==> src/rtl/mem_port_arb.sv <==
// mem_port_arb: arbitrates the MIPS64 instruction-fetch port and data port onto
// the byte-wide CPU-side interface of the north-bridge memory controller.
// Each granted transaction is split into byte accesses, one per cycle. Read
// bytes are assembled little-endian and returned with a one-cycle done pulse.
//
// Ports:
//   clk, rst                   clock; asynchronous active-low reset
//   i_req/i_addr               fetch request (4 bytes), held until i_done
//   i_rdata/i_done/i_err       fetch result, done pulse, misalignment flag
//   d_req/d_we/d_size/d_addr   data request (1/2/4/8 bytes), held until d_done
//   d_wdata                    store data, low n bytes used
//   d_rdata/d_done/d_err       load result (zero-extended), done pulse, error
//   mem_rdata                  read byte, valid the cycle after mem_re
//   mem_raddr/mem_re           read byte address and strobe
//   mem_waddr/mem_wdata/mem_we write byte address, data and strobe
//   busy                       high whenever a transaction is in progress
module mem_port_arb #(
    parameter int DATA_L   = 64,
    parameter int INST_L   = 32,
    parameter int ADDR_L   = 32,
    parameter int M_DATA_L = 8
) (
    input  logic                clk,
    input  logic                rst,
    input  logic                i_req,
    input  logic [ADDR_L-1:0]   i_addr,
    output logic [INST_L-1:0]   i_rdata,
    output logic                i_done,
    output logic                i_err,
    input  logic                d_req,
    input  logic                d_we,
    input  logic [1:0]          d_size,
    input  logic [ADDR_L-1:0]   d_addr,
    input  logic [DATA_L-1:0]   d_wdata,
    output logic [DATA_L-1:0]   d_rdata,
    output logic                d_done,
    output logic                d_err,
    input  logic [M_DATA_L-1:0] mem_rdata,
    output logic [M_DATA_L-1:0] mem_wdata,
    output logic [ADDR_L-1:0]   mem_raddr,
    output logic [ADDR_L-1:0]   mem_waddr,
    output logic                mem_re,
    output logic                mem_we,
    output logic                busy
);

    localparam int NBYTES = DATA_L / 8;
    localparam int CNT_W  = $clog2(NBYTES);
    localparam int N_W    = CNT_W + 1;

    typedef enum logic [2:0] {
        IDLE    = 3'd0,
        RD      = 3'd1,
        RD_TAIL = 3'd2,
        WR      = 3'd3,
        DONE    = 3'd4
    } state_t;

    // Replace byte idx of a buffer word.
    function automatic logic [DATA_L-1:0] set_byte(input logic [DATA_L-1:0] v,
                                                   input logic [CNT_W-1:0] idx,
                                                   input logic [M_DATA_L-1:0] b);
        logic [DATA_L-1:0] r;
        r = v;
        r[{idx, 3'b000} +: M_DATA_L] = b;
        return r;
    endfunction

    // Extract byte idx of a data word.
    function automatic logic [M_DATA_L-1:0] get_byte(input logic [DATA_L-1:0] v,
                                                     input logic [CNT_W-1:0] idx);
        return v[{idx, 3'b000} +: M_DATA_L];
    endfunction

    state_t              state_r, state_nx_s;
    logic                owner_r, owner_nx_s;   // 1 = data port, 0 = fetch port
    logic [ADDR_L-1:0]   base_r, base_nx_s;
    logic [N_W-1:0]      n_r, n_nx_s;
    logic [CNT_W-1:0]    cnt_r, cnt_nx_s;
    logic                we_r, we_nx_s;
    logic [DATA_L-1:0]   wdata_r, wdata_nx_s;
    logic                err_r, err_nx_s;
    logic [DATA_L-1:0]   buf_r, buf_nx_s;
    logic                last_s;

    logic                g_owner_s, g_we_s, g_err_s;
    logic [ADDR_L-1:0]   g_addr_s;
    logic [N_W-1:0]      g_n_s;
    logic [DATA_L-1:0]   g_wdata_s;

    logic [INST_L-1:0]   i_rdata_nx_s, i_rdata_r;
    logic                i_done_nx_s, i_done_r, i_err_nx_s, i_err_r;
    logic [DATA_L-1:0]   d_rdata_nx_s, d_rdata_r;
    logic                d_done_nx_s, d_done_r, d_err_nx_s, d_err_r;
    logic [M_DATA_L-1:0] mem_wdata_nx_s, mem_wdata_r;
    logic [ADDR_L-1:0]   mem_raddr_nx_s, mem_raddr_r, mem_waddr_nx_s, mem_waddr_r;
    logic                mem_re_nx_s, mem_re_r, mem_we_nx_s, mem_we_r;
    logic                busy_nx_s, busy_r;

    // Candidate grant: data port has fixed priority over the fetch port.
    always_comb begin
        if (d_req) begin
            g_owner_s = 1'b1;
            g_addr_s  = d_addr;
            g_n_s     = N_W'(1'b1) << d_size;
            g_we_s    = d_we;
            g_wdata_s = d_wdata;
        end else begin
            g_owner_s = 1'b0;
            g_addr_s  = i_addr;
            g_n_s     = N_W'(INST_L / 8);
            g_we_s    = 1'b0;
            g_wdata_s = {DATA_L{1'b0}};
        end
        g_err_s = ((g_addr_s & (ADDR_L'(g_n_s) - ADDR_L'(1'b1))) != {ADDR_L{1'b0}});
    end

    assign last_s = ({1'b0, cnt_r} == (n_r - N_W'(1'b1)));

    // Next-state and transaction-context logic.
    always_comb begin
        state_nx_s = state_r;
        owner_nx_s = owner_r;
        base_nx_s  = base_r;
        n_nx_s     = n_r;
        cnt_nx_s   = cnt_r;
        we_nx_s    = we_r;
        wdata_nx_s = wdata_r;
        err_nx_s   = err_r;
        buf_nx_s   = buf_r;
        case (state_r)
            IDLE: begin
                if (d_req || i_req) begin
                    owner_nx_s = g_owner_s;
                    base_nx_s  = g_addr_s;
                    n_nx_s     = g_n_s;
                    we_nx_s    = g_we_s;
                    wdata_nx_s = g_wdata_s;
                    err_nx_s   = g_err_s;
                    cnt_nx_s   = {CNT_W{1'b0}};
                    buf_nx_s   = {DATA_L{1'b0}};
                    if (g_err_s) begin
                        state_nx_s = DONE;
                    end else if (g_we_s) begin
                        state_nx_s = WR;
                    end else begin
                        state_nx_s = RD;
                    end
                end else begin
                    state_nx_s = IDLE;
                end
            end
            RD: begin
                cnt_nx_s = cnt_r + CNT_W'(1'b1);
                // mem_rdata now carries the byte addressed in the previous cycle.
                if (cnt_r != {CNT_W{1'b0}}) begin
                    buf_nx_s = set_byte(buf_r, cnt_r - CNT_W'(1'b1), mem_rdata);
                end else begin
                    buf_nx_s = buf_r;
                end
                if (last_s) begin
                    state_nx_s = RD_TAIL;
                end else begin
                    state_nx_s = RD;
                end
            end
            RD_TAIL: begin
                buf_nx_s   = set_byte(buf_r, CNT_W'(n_r - N_W'(1'b1)), mem_rdata);
                state_nx_s = DONE;
            end
            WR: begin
                cnt_nx_s = cnt_r + CNT_W'(1'b1);
                if (last_s) begin
                    state_nx_s = DONE;
                end else begin
                    state_nx_s = WR;
                end
            end
            DONE: begin
                state_nx_s = IDLE;
            end
            default: begin
                state_nx_s = IDLE;
            end
        endcase
    end

    // Output values for the coming cycle, decoded from the next-state context
    // so every port can be driven straight from a flop.
    always_comb begin
        i_rdata_nx_s   = {INST_L{1'b0}};
        i_done_nx_s    = 1'b0;
        i_err_nx_s     = 1'b0;
        d_rdata_nx_s   = {DATA_L{1'b0}};
        d_done_nx_s    = 1'b0;
        d_err_nx_s     = 1'b0;
        mem_wdata_nx_s = {M_DATA_L{1'b0}};
        mem_raddr_nx_s = {ADDR_L{1'b0}};
        mem_waddr_nx_s = {ADDR_L{1'b0}};
        mem_re_nx_s    = 1'b0;
        mem_we_nx_s    = 1'b0;
        busy_nx_s      = (state_nx_s != IDLE);
        if (state_nx_s == RD) begin
            mem_re_nx_s    = 1'b1;
            mem_raddr_nx_s = base_nx_s + ADDR_L'(cnt_nx_s);
        end else if (state_nx_s == WR) begin
            mem_we_nx_s    = 1'b1;
            mem_waddr_nx_s = base_nx_s + ADDR_L'(cnt_nx_s);
            mem_wdata_nx_s = get_byte(wdata_nx_s, cnt_nx_s);
        end else if (state_nx_s == DONE) begin
            // Buffer is cleared on grant, so bytes at index n and above read 0.
            if (owner_nx_s) begin
                d_done_nx_s  = 1'b1;
                d_err_nx_s   = err_nx_s;
                d_rdata_nx_s = buf_nx_s;
            end else begin
                i_done_nx_s  = 1'b1;
                i_err_nx_s   = err_nx_s;
                i_rdata_nx_s = buf_nx_s[INST_L-1:0];
            end
        end else begin
            busy_nx_s = busy_nx_s;
        end
    end

    // Transaction state registers.
    always_ff @(posedge clk or negedge rst) begin
        if (!rst) begin
            state_r <= IDLE;
            owner_r <= 1'b0;
            base_r  <= {ADDR_L{1'b0}};
            n_r     <= {N_W{1'b0}};
            cnt_r   <= {CNT_W{1'b0}};
            we_r    <= 1'b0;
            wdata_r <= {DATA_L{1'b0}};
            err_r   <= 1'b0;
            buf_r   <= {DATA_L{1'b0}};
        end else begin
            state_r <= state_nx_s;
            owner_r <= owner_nx_s;
            base_r  <= base_nx_s;
            n_r     <= n_nx_s;
            cnt_r   <= cnt_nx_s;
            we_r    <= we_nx_s;
            wdata_r <= wdata_nx_s;
            err_r   <= err_nx_s;
            buf_r   <= buf_nx_s;
        end
    end

    // Output registers.
    always_ff @(posedge clk or negedge rst) begin
        if (!rst) begin
            i_rdata_r   <= {INST_L{1'b0}};
            i_done_r    <= 1'b0;
            i_err_r     <= 1'b0;
            d_rdata_r   <= {DATA_L{1'b0}};
            d_done_r    <= 1'b0;
            d_err_r     <= 1'b0;
            mem_wdata_r <= {M_DATA_L{1'b0}};
            mem_raddr_r <= {ADDR_L{1'b0}};
            mem_waddr_r <= {ADDR_L{1'b0}};
            mem_re_r    <= 1'b0;
            mem_we_r    <= 1'b0;
            busy_r      <= 1'b0;
        end else begin
            i_rdata_r   <= i_rdata_nx_s;
            i_done_r    <= i_done_nx_s;
            i_err_r     <= i_err_nx_s;
            d_rdata_r   <= d_rdata_nx_s;
            d_done_r    <= d_done_nx_s;
            d_err_r     <= d_err_nx_s;
            mem_wdata_r <= mem_wdata_nx_s;
            mem_raddr_r <= mem_raddr_nx_s;
            mem_waddr_r <= mem_waddr_nx_s;
            mem_re_r    <= mem_re_nx_s;
            mem_we_r    <= mem_we_nx_s;
            busy_r      <= busy_nx_s;
        end
    end

    assign i_rdata   = i_rdata_r;
    assign i_done    = i_done_r;
    assign i_err     = i_err_r;
    assign d_rdata   = d_rdata_r;
    assign d_done    = d_done_r;
    assign d_err     = d_err_r;
    assign mem_wdata = mem_wdata_r;
    assign mem_raddr = mem_raddr_r;
    assign mem_waddr = mem_waddr_r;
    assign mem_re    = mem_re_r;
    assign mem_we    = mem_we_r;
    assign busy      = busy_r;

endmodule

==> config.mk <==
export PLATFORM = sky130hd
export DESIGN_NAME = mem_port_arb
export DESIGN_NICKNAME = d
export VERILOG_FILES = /design/src/rtl/mem_port_arb.sv
export SDC_FILE = /design/constraint.sdc
export NUM_CORES = 1
export LEC_CHECK = 0
export BUFFER_PORTS_ARGS = -buffer_cell sky130_fd_sc_hd__buf_2
export CORE_ASPECT_RATIO = 0.75
export CORE_UTILIZATION = 50
export CTS_CLUSTER_DIAMETER = 200
export CTS_CLUSTER_SIZE = 12
export DETAILED_ROUTE_END_ITERATION = 12
export PLACE_DENSITY = 0.74
export SYNTH_ARGS = -nofsm -noshare
export SYNTH_HDL_FRONTEND = slang
export SYNTH_SLANG_ARGS = --single-unit
==> constraint.sdc <==
create_clock -name clk -period 8.5 [get_ports clk]
set_input_delay 2.125 -clock clk [delete_from_list [all_inputs] [get_ports clk]]
set_output_delay 2.125 -clock clk [all_outputs]
set_load 0.1 [all_outputs]
# Word-level counts from Yosys, hierarchy flattened
# Index checks and enable logic that the tools add are counted.
word_totals:
  ff_bits: 347
  in_bits: 143
  out_inout_bits: 175
  word_cells: 106
op_classes:
  eq_ne: 7
  add_sub_neg: 7
  n_shift: 6
  bitwise: 1
  n_reduce_logical: 7
  muxes: 58
op_table:
  columns: ["op", "n"]
  rows:
  - ["64-bit two-way mux", 9]
  - ["32-bit two-way mux", 10]
  - ["64-bit one-hot mux with 3 select lines", 1]
  - ["64-bit bitwise mux", 2]
  - ["8-bit by 8-bit variable shift with 64-bit output, first input constant", 2]
  - ["8-bit by 8-bit variable part select with 64-bit output", 2]
  - ["64-bit by 7-bit variable part select with 8-bit output", 1]
  - ["32-bit by 3-bit adder with 32-bit output", 1]
  - ["32-bit AND", 1]
  - ["32-bit nonzero test", 1]
  - ["1-bit two-way mux", 25]
  - ["8-bit two-way mux", 2]
  - ["6-bit negation with 8-bit output", 2]
  - ["3-bit two-way mux", 4]
  - ["3-bit one-hot mux with 4 select lines", 1]
  - ["3-bit by 2-bit == test with 1-bit output, second input constant", 3]
  - ["3-bit by 1-bit == test with 1-bit output, second input constant", 2]
  - ["3-bit one-hot mux with 2 select lines", 1]
  - ["3-bit nonzero test", 2]
  - ["4-bit by 1-bit subtractor with 5-bit output, second input constant", 1]
  - ["3-bit by 4-bit == test with 1-bit output", 1]
  - ["2-bit two-way mux", 2]
  - ["4-bit two-way mux", 1]
  - ["1-bit by 2-bit left shift with 4-bit output, first input constant", 1]
  - ["8 further kinds", 8]

# Logic depth before layout (Yosys ltp)
depth:
  word_depth: 12
  mapped_depth: 20
  ltp_nobuf: 13

# Worst setup path before layout
# OpenSTA, ideal clock, no wires.
synth_path:
  path_kind: "input -> register"
  startpoint: "input port d_req"
  endpoint: "register mem_waddr_r[22], in the netlist mem_waddr[22]"
  setup_ns: 0.125
  t_required_ns: 8.375
  setup_slack_ns: 2.995
  arrival_ns: 5.381
  path_stages: 18
  path_buffers: 7
  path_cell_list: "buf_6 -> or2_0 -> buf_6 -> nand2_4 -> buf_2 -> buf_2 -> buf_1 -> clkbuf_1 -> o21ai_0 -> ha_1 -> inv_1 -> fa_1 -> inv_1 -> a21oi_1 -> clkbuf_1 -> nor3_1 -> nand3_1 -> mux2_2"
synth_via:
  word_cells_on_any_way: 20
  cone_classes: "2 x add/sub; 2 x eq/ne; 13 x mux; 1 x bitwise; 2 x reduce/logical"
synth_lines:
  columns: ["item", "line_no", "source"]
  rows:
  - ["from (decl)", "30", "input logic d_req,"]
  - ["32-bit two-way mux or 1-bit logical OR (tied branches)", "102, 133", null]
  - ["32-bit two-way mux (*)", "133", "if (d_req || i_req) begin"]
  - ["32-bit two-way mux (*)", "131", "case (state_r)"]
  - ["named net base_nx_s[0]", "77", "logic [ADDR_L-1:0] base_r, base_nx_s;"]
  - ["32-bit by 3-bit adder with 32-bit output (*)", "208", "mem_waddr_nx_s = base_nx_s + ADDR_L'(cnt_nx_s);"]
  - ["32-bit two-way mux (*)", "206", "end else if (state_nx_s == WR) begin"]
  - ["32-bit two-way mux (*)", "203", "if (state_nx_s == RD) begin"]
  - ["named net mem_waddr_nx_s[22]", "96", "logic [ADDR_L-1:0] mem_raddr_nx_s, mem_raddr_r, mem_waddr_nx_s, mem_waddr_r;"]
  - ["to (signal assigned)", "262", "mem_waddr_r <= {ADDR_L{1'b0}};"]
  - ["to (signal assigned)", "275", "mem_waddr_r <= mem_waddr_nx_s;"]
  - ["to (decl)", "96", null]
# The timed path passes the listed nets; every way through them passes the cells marked *.
# A chain may end at the register's enable or synchronous reset.

# Final worst setup path
layout_path:
  startpoint: "input port d_req"
  endpoint: "register mem_waddr_r[28], in the netlist mem_waddr[28]"
layout_via:
  elab_chain_len: 10
  word_cells_on_any_way: 20
  cone_classes: "2 x add/sub; 2 x eq/ne; 13 x mux; 1 x bitwise; 2 x reduce/logical"
layout_lines:
  columns: ["item", "line_no", "source"]
  rows:
  - ["4-bit two-way mux", "102", "if (d_req) begin"]
  - ["4-bit by 1-bit subtractor with 5-bit output", "115", "g_err_s = ((g_addr_s & (ADDR_L'(g_n_s) - ADDR_L'(1'b1))) != {ADDR_L{1'b0}});"]
  - ["32-bit AND", "115", null]
  - ["32-bit nonzero test", "115", null]
  - ["3-bit two-way mux", "142", "if (g_err_s) begin"]
  - ["3-bit two-way mux", "133", null]
  - ["3-bit one-hot mux with 4 select lines", "131", null]
  - ["3-bit by 2-bit == test with 1-bit output", "206", null]
  - ["32-bit two-way mux", "206", null]
  - ["32-bit two-way mux (*)", "203", null]
  - ["named net mem_waddr_nx_s[28]", "96", null]
# Marks and branches as above.

==> results by group <==
Outcome
  • Run status: completed

Detailed routing
  • Length of the first detailed-routing pass in iterations: 6
  • Vias per cell: 5.75
  • DRC viols: 0
  • Iteration-0 DRC count of the detailed router: 1,154
  • Post-detailed-route wirelength per cell: 19.7 um
  • WL final: 41,100 um
  • Post-route ant nets: 0
  • Routed via count: 12.0k

Critical path
  • Critical path's largest stage delay: 660 ps
  • Worst Path Arrival: 6070 ps
  • WP buf/inv: 6
  • CP Launch Type: primary input
  • CP Capture Type: flop
  • Critical-path cell list: buf_2 > buf_4 > o21ba_2 > o21ai_1 > a21boi_2 > inv_2 > ha_1 > inv_1 > fa_1 > inv_1 > a21oi_1 > buf_4 > nor4_4 > nand3_1 > mux2_2
  • Critical path required time: 8890 ps
  • CP max stage cell: inv_2
  • Crit path max fanout: 70
  • Largest delay contributor family on the critical path: buffers and inverters
  • Crit Path Category: primary input to flop

STA
  • WHS: 472 ps
  • RSZ-0062 raised after global routing: false
  • Max-slew violation count: 0
  • Count of final setup violators: 0
  • Fin worst setup slack: 2820 ps
  • Worst Tran Pin Value: 1190 ps
  • Min Tclk post-route: 5680 ps
  • Final Hold Vio Count: 0
  • Setup TNS: 0 ps
  • Clock Skew: 15.9 ps
  • Final worst-path cycle share: 66.9%
  • Maximum clock frequency: 0.176 GHz
  • Slew headroom: 20.5%

Clock tree
  • Root Driver: clkbuf_16
  • Hold Buf Count CTS: 0
  • Num CTS Buffers: 34
  • Worst-path clk slew: 50 ps
  • CTS tree: yes
  • H-Tree Depth: 2
  • Clk sinks: 347
  • Clk buf depth: 3
  • Post-CTS Setup Bufs: 0
  • CTS resizes: 0
  • Worst-Skew Late Latency: 510 ps

Job
  • Max-Cap Viols: 0

Layout
  • Share of layout cells above drive strength 1: 26.3%
  • Fin nets: 1,843
  • # fillers: 2,513
  • Final Cell Area: 18,000 sq um
  • P&R area growth vs syn: 17.3%

Place
  • GPL Wtd Cong: 0.905
  • Hpwl dp: 28,200 um
  • Placed cell area: 17,100 sq um
  • Port bufs: 317
  • Worst slack, placed: 2350 ps

Synthesis
  • Async S/R FF share, synth: 100%
  • Mapped Area: 15,400 sq um
  • Post-Syn Area per Cell: 10.9 sq um
  • Mapped Cells: 1,406
  • Synth Warn #: 0
  • Synth Flop Type: dfrtp_1
  • Post-synth EDFFs: 0
  • Register area share after synthesis: 56.5%
  • Yosys cell types: 81
  • Syn Nets: 1,566
  • Synth Register Bits: 347

GRT
  • Antenna violations before repair: 1
  • Grt total ovfl: 0
  • First-pass GRT wire length: 64,700 um
  • Vias in the first global route: 11.7k
  • Largest net degree at the start of global routing: 152
  • GRT Total Usage: 26.3%

Power and ir drop
  • Combinational Power Share: 43.6%
  • PD cells: 344 nW/um^2
  • Clock power frac: 21.3%
  • P_leak: 0.00933 uW
  • Sw power: 2790 uW
  • VDD IR max: 0.000225 V
  • Pint: 3410 uW
  • Switching share of power: 45.0%
  • Sequential share of power: 35.1%

Die
  • I/O Pins: 318
  • Starting Density: 50.9%
  • DIE HEIGHT: 154 um
  • Core Box Area: 30,200 sq um
  • Row Count: 55
  • Die ar.: 31,500 sq um
  • Die width: 204 um

Min path
  • Min-delay worst type: flop to flop
[kinds of logic after synthesis]
family	Yosys count	share of synthesized area, %
buf+inv	161	4.72
simple gates	458	14.4
mux	97	6.65
compound gates	299	14.6
flops	347	56.5
fa+ha+maj	17	1.43
xor+xnor	27	1.71
[registers in the layout, indices dropped and copies added (netlist names), 4 cells and up]
signal	count
buf_r	64
d_rdata	64
wdata_r	64
base_r	32
i_rdata	32
mem_raddr	32
mem_waddr	32
mem_wdata	8
n_r	4
[tightest hold or removal path: stages, from the launching register on]
cell     delay, ps
dfrtp_1        330
nand2_1         50
nand2_1         60
[cells in the mapped netlist, types with 23 or more instances]
library cell / number / area (sq um)
dfrtp_1: 347 / 8680
nor2_1: 164 / 616
nand2_1: 114 / 428
inv_1: 68 / 255
a22o_1: 59 / 517
mux2i_1: 59 / 591
a21oi_1: 49 / 245
o21ai_0: 46 / 230
nor2b_1: 37 / 231
mux2_2: 36 / 405
clkbuf_1: 34 / 128
a22oi_1: 30 / 225
buf_2: 30 / 150
nand3_1: 25 / 125
xnor2_1: 24 / 210
and2_1: 23 / 144
[power groups by stage]
stage	Sequential, uW	Clock (uW)	Combinational, uW
floorplan	2860	0	1430
global placement	2190	0	2640
detailed placement	2200	0	2680
CTS	2170	1350	2700
global route	2210	1410	2900
finish	2180	1320	2710
[per-layer routing]
metal / GRT usage, % / share of wire, % / routed length [um] / up-vias
li1: - / - / - / 5469
met4: 6.04 / 1.8 / 731 / 0
met2: 39.4 / 45 / 18400 / 465
met1: 39.6 / 47 / 19100 / 5990
met5: 0 / 0 / 0 / -
met3: 4.87 / 7.1 / 2910 / 61
[cell usage in the layout, fill, tap and decap left out, types with 19 or more instances in the layout]
| master | n |
|---|---|
| dfrtp_1 | 347 |
| buf_2 | 316 |
| nor2_1 | 163 |
| nand2_1 | 114 |
| inv_1 | 68 |
| mux2i_1 | 59 |
| a22o_1 | 59 |
| a21oi_1 | 49 |
| o21ai_0 | 46 |
| nor2b_1 | 37 |
| mux2_2 | 36 |
| clkbuf_16 | 35 |
| a22oi_1 | 30 |
| nand3_1 | 25 |
| xnor2_1 | 24 |
| and2_1 | 22 |
| a222oi_1 | 20 |
| a221o_1 | 19 |
[worst paths after layout]
kind	start	end	slack, ps	cells past startpoint
worst max-delay path	d_req	mem_waddr[28]	2820	15
worst min-delay path	wdata_r[54]	wdata_r[54]	470	2
worst max register to register	state_r[0]	mem_waddr[31]	4080	10
worst min register to register	wdata_r[54]	wdata_r[54]	470	2
max in group asynchronous	rst	d_rdata[58]	5170	2
min in group asynchronous	rst	mem_waddr[16]	1670	1
[cell type report]
class	count	area, sq um	area share, %
clock inverter	1	8.76	0.0486
tap	399	499	2.77
sequential	347	8680	48.1
antenna	1	2.50	0.0139
timing repair buffer	333	1730	9.59
inverter	69	259	1.44
multi-input combinational	898	5970	33.1
clock buffer	36	880	4.88
[through the flow]
stage | total power (uW) | util (%) | std cells
2_1_floorplan | 4280 | - | 1406
3_3_place_gp | 4830 | 56.8 | 2046
3_5_place_dp | 4880 | 56.8 | 2046
4_1_cts | 6220 | 59.7 | 2083
5_1_grt | 6520 | 59.7 | 2084
6_report | 6200 | 59.7 | 2084
Power figures use the tool's default switching activity.
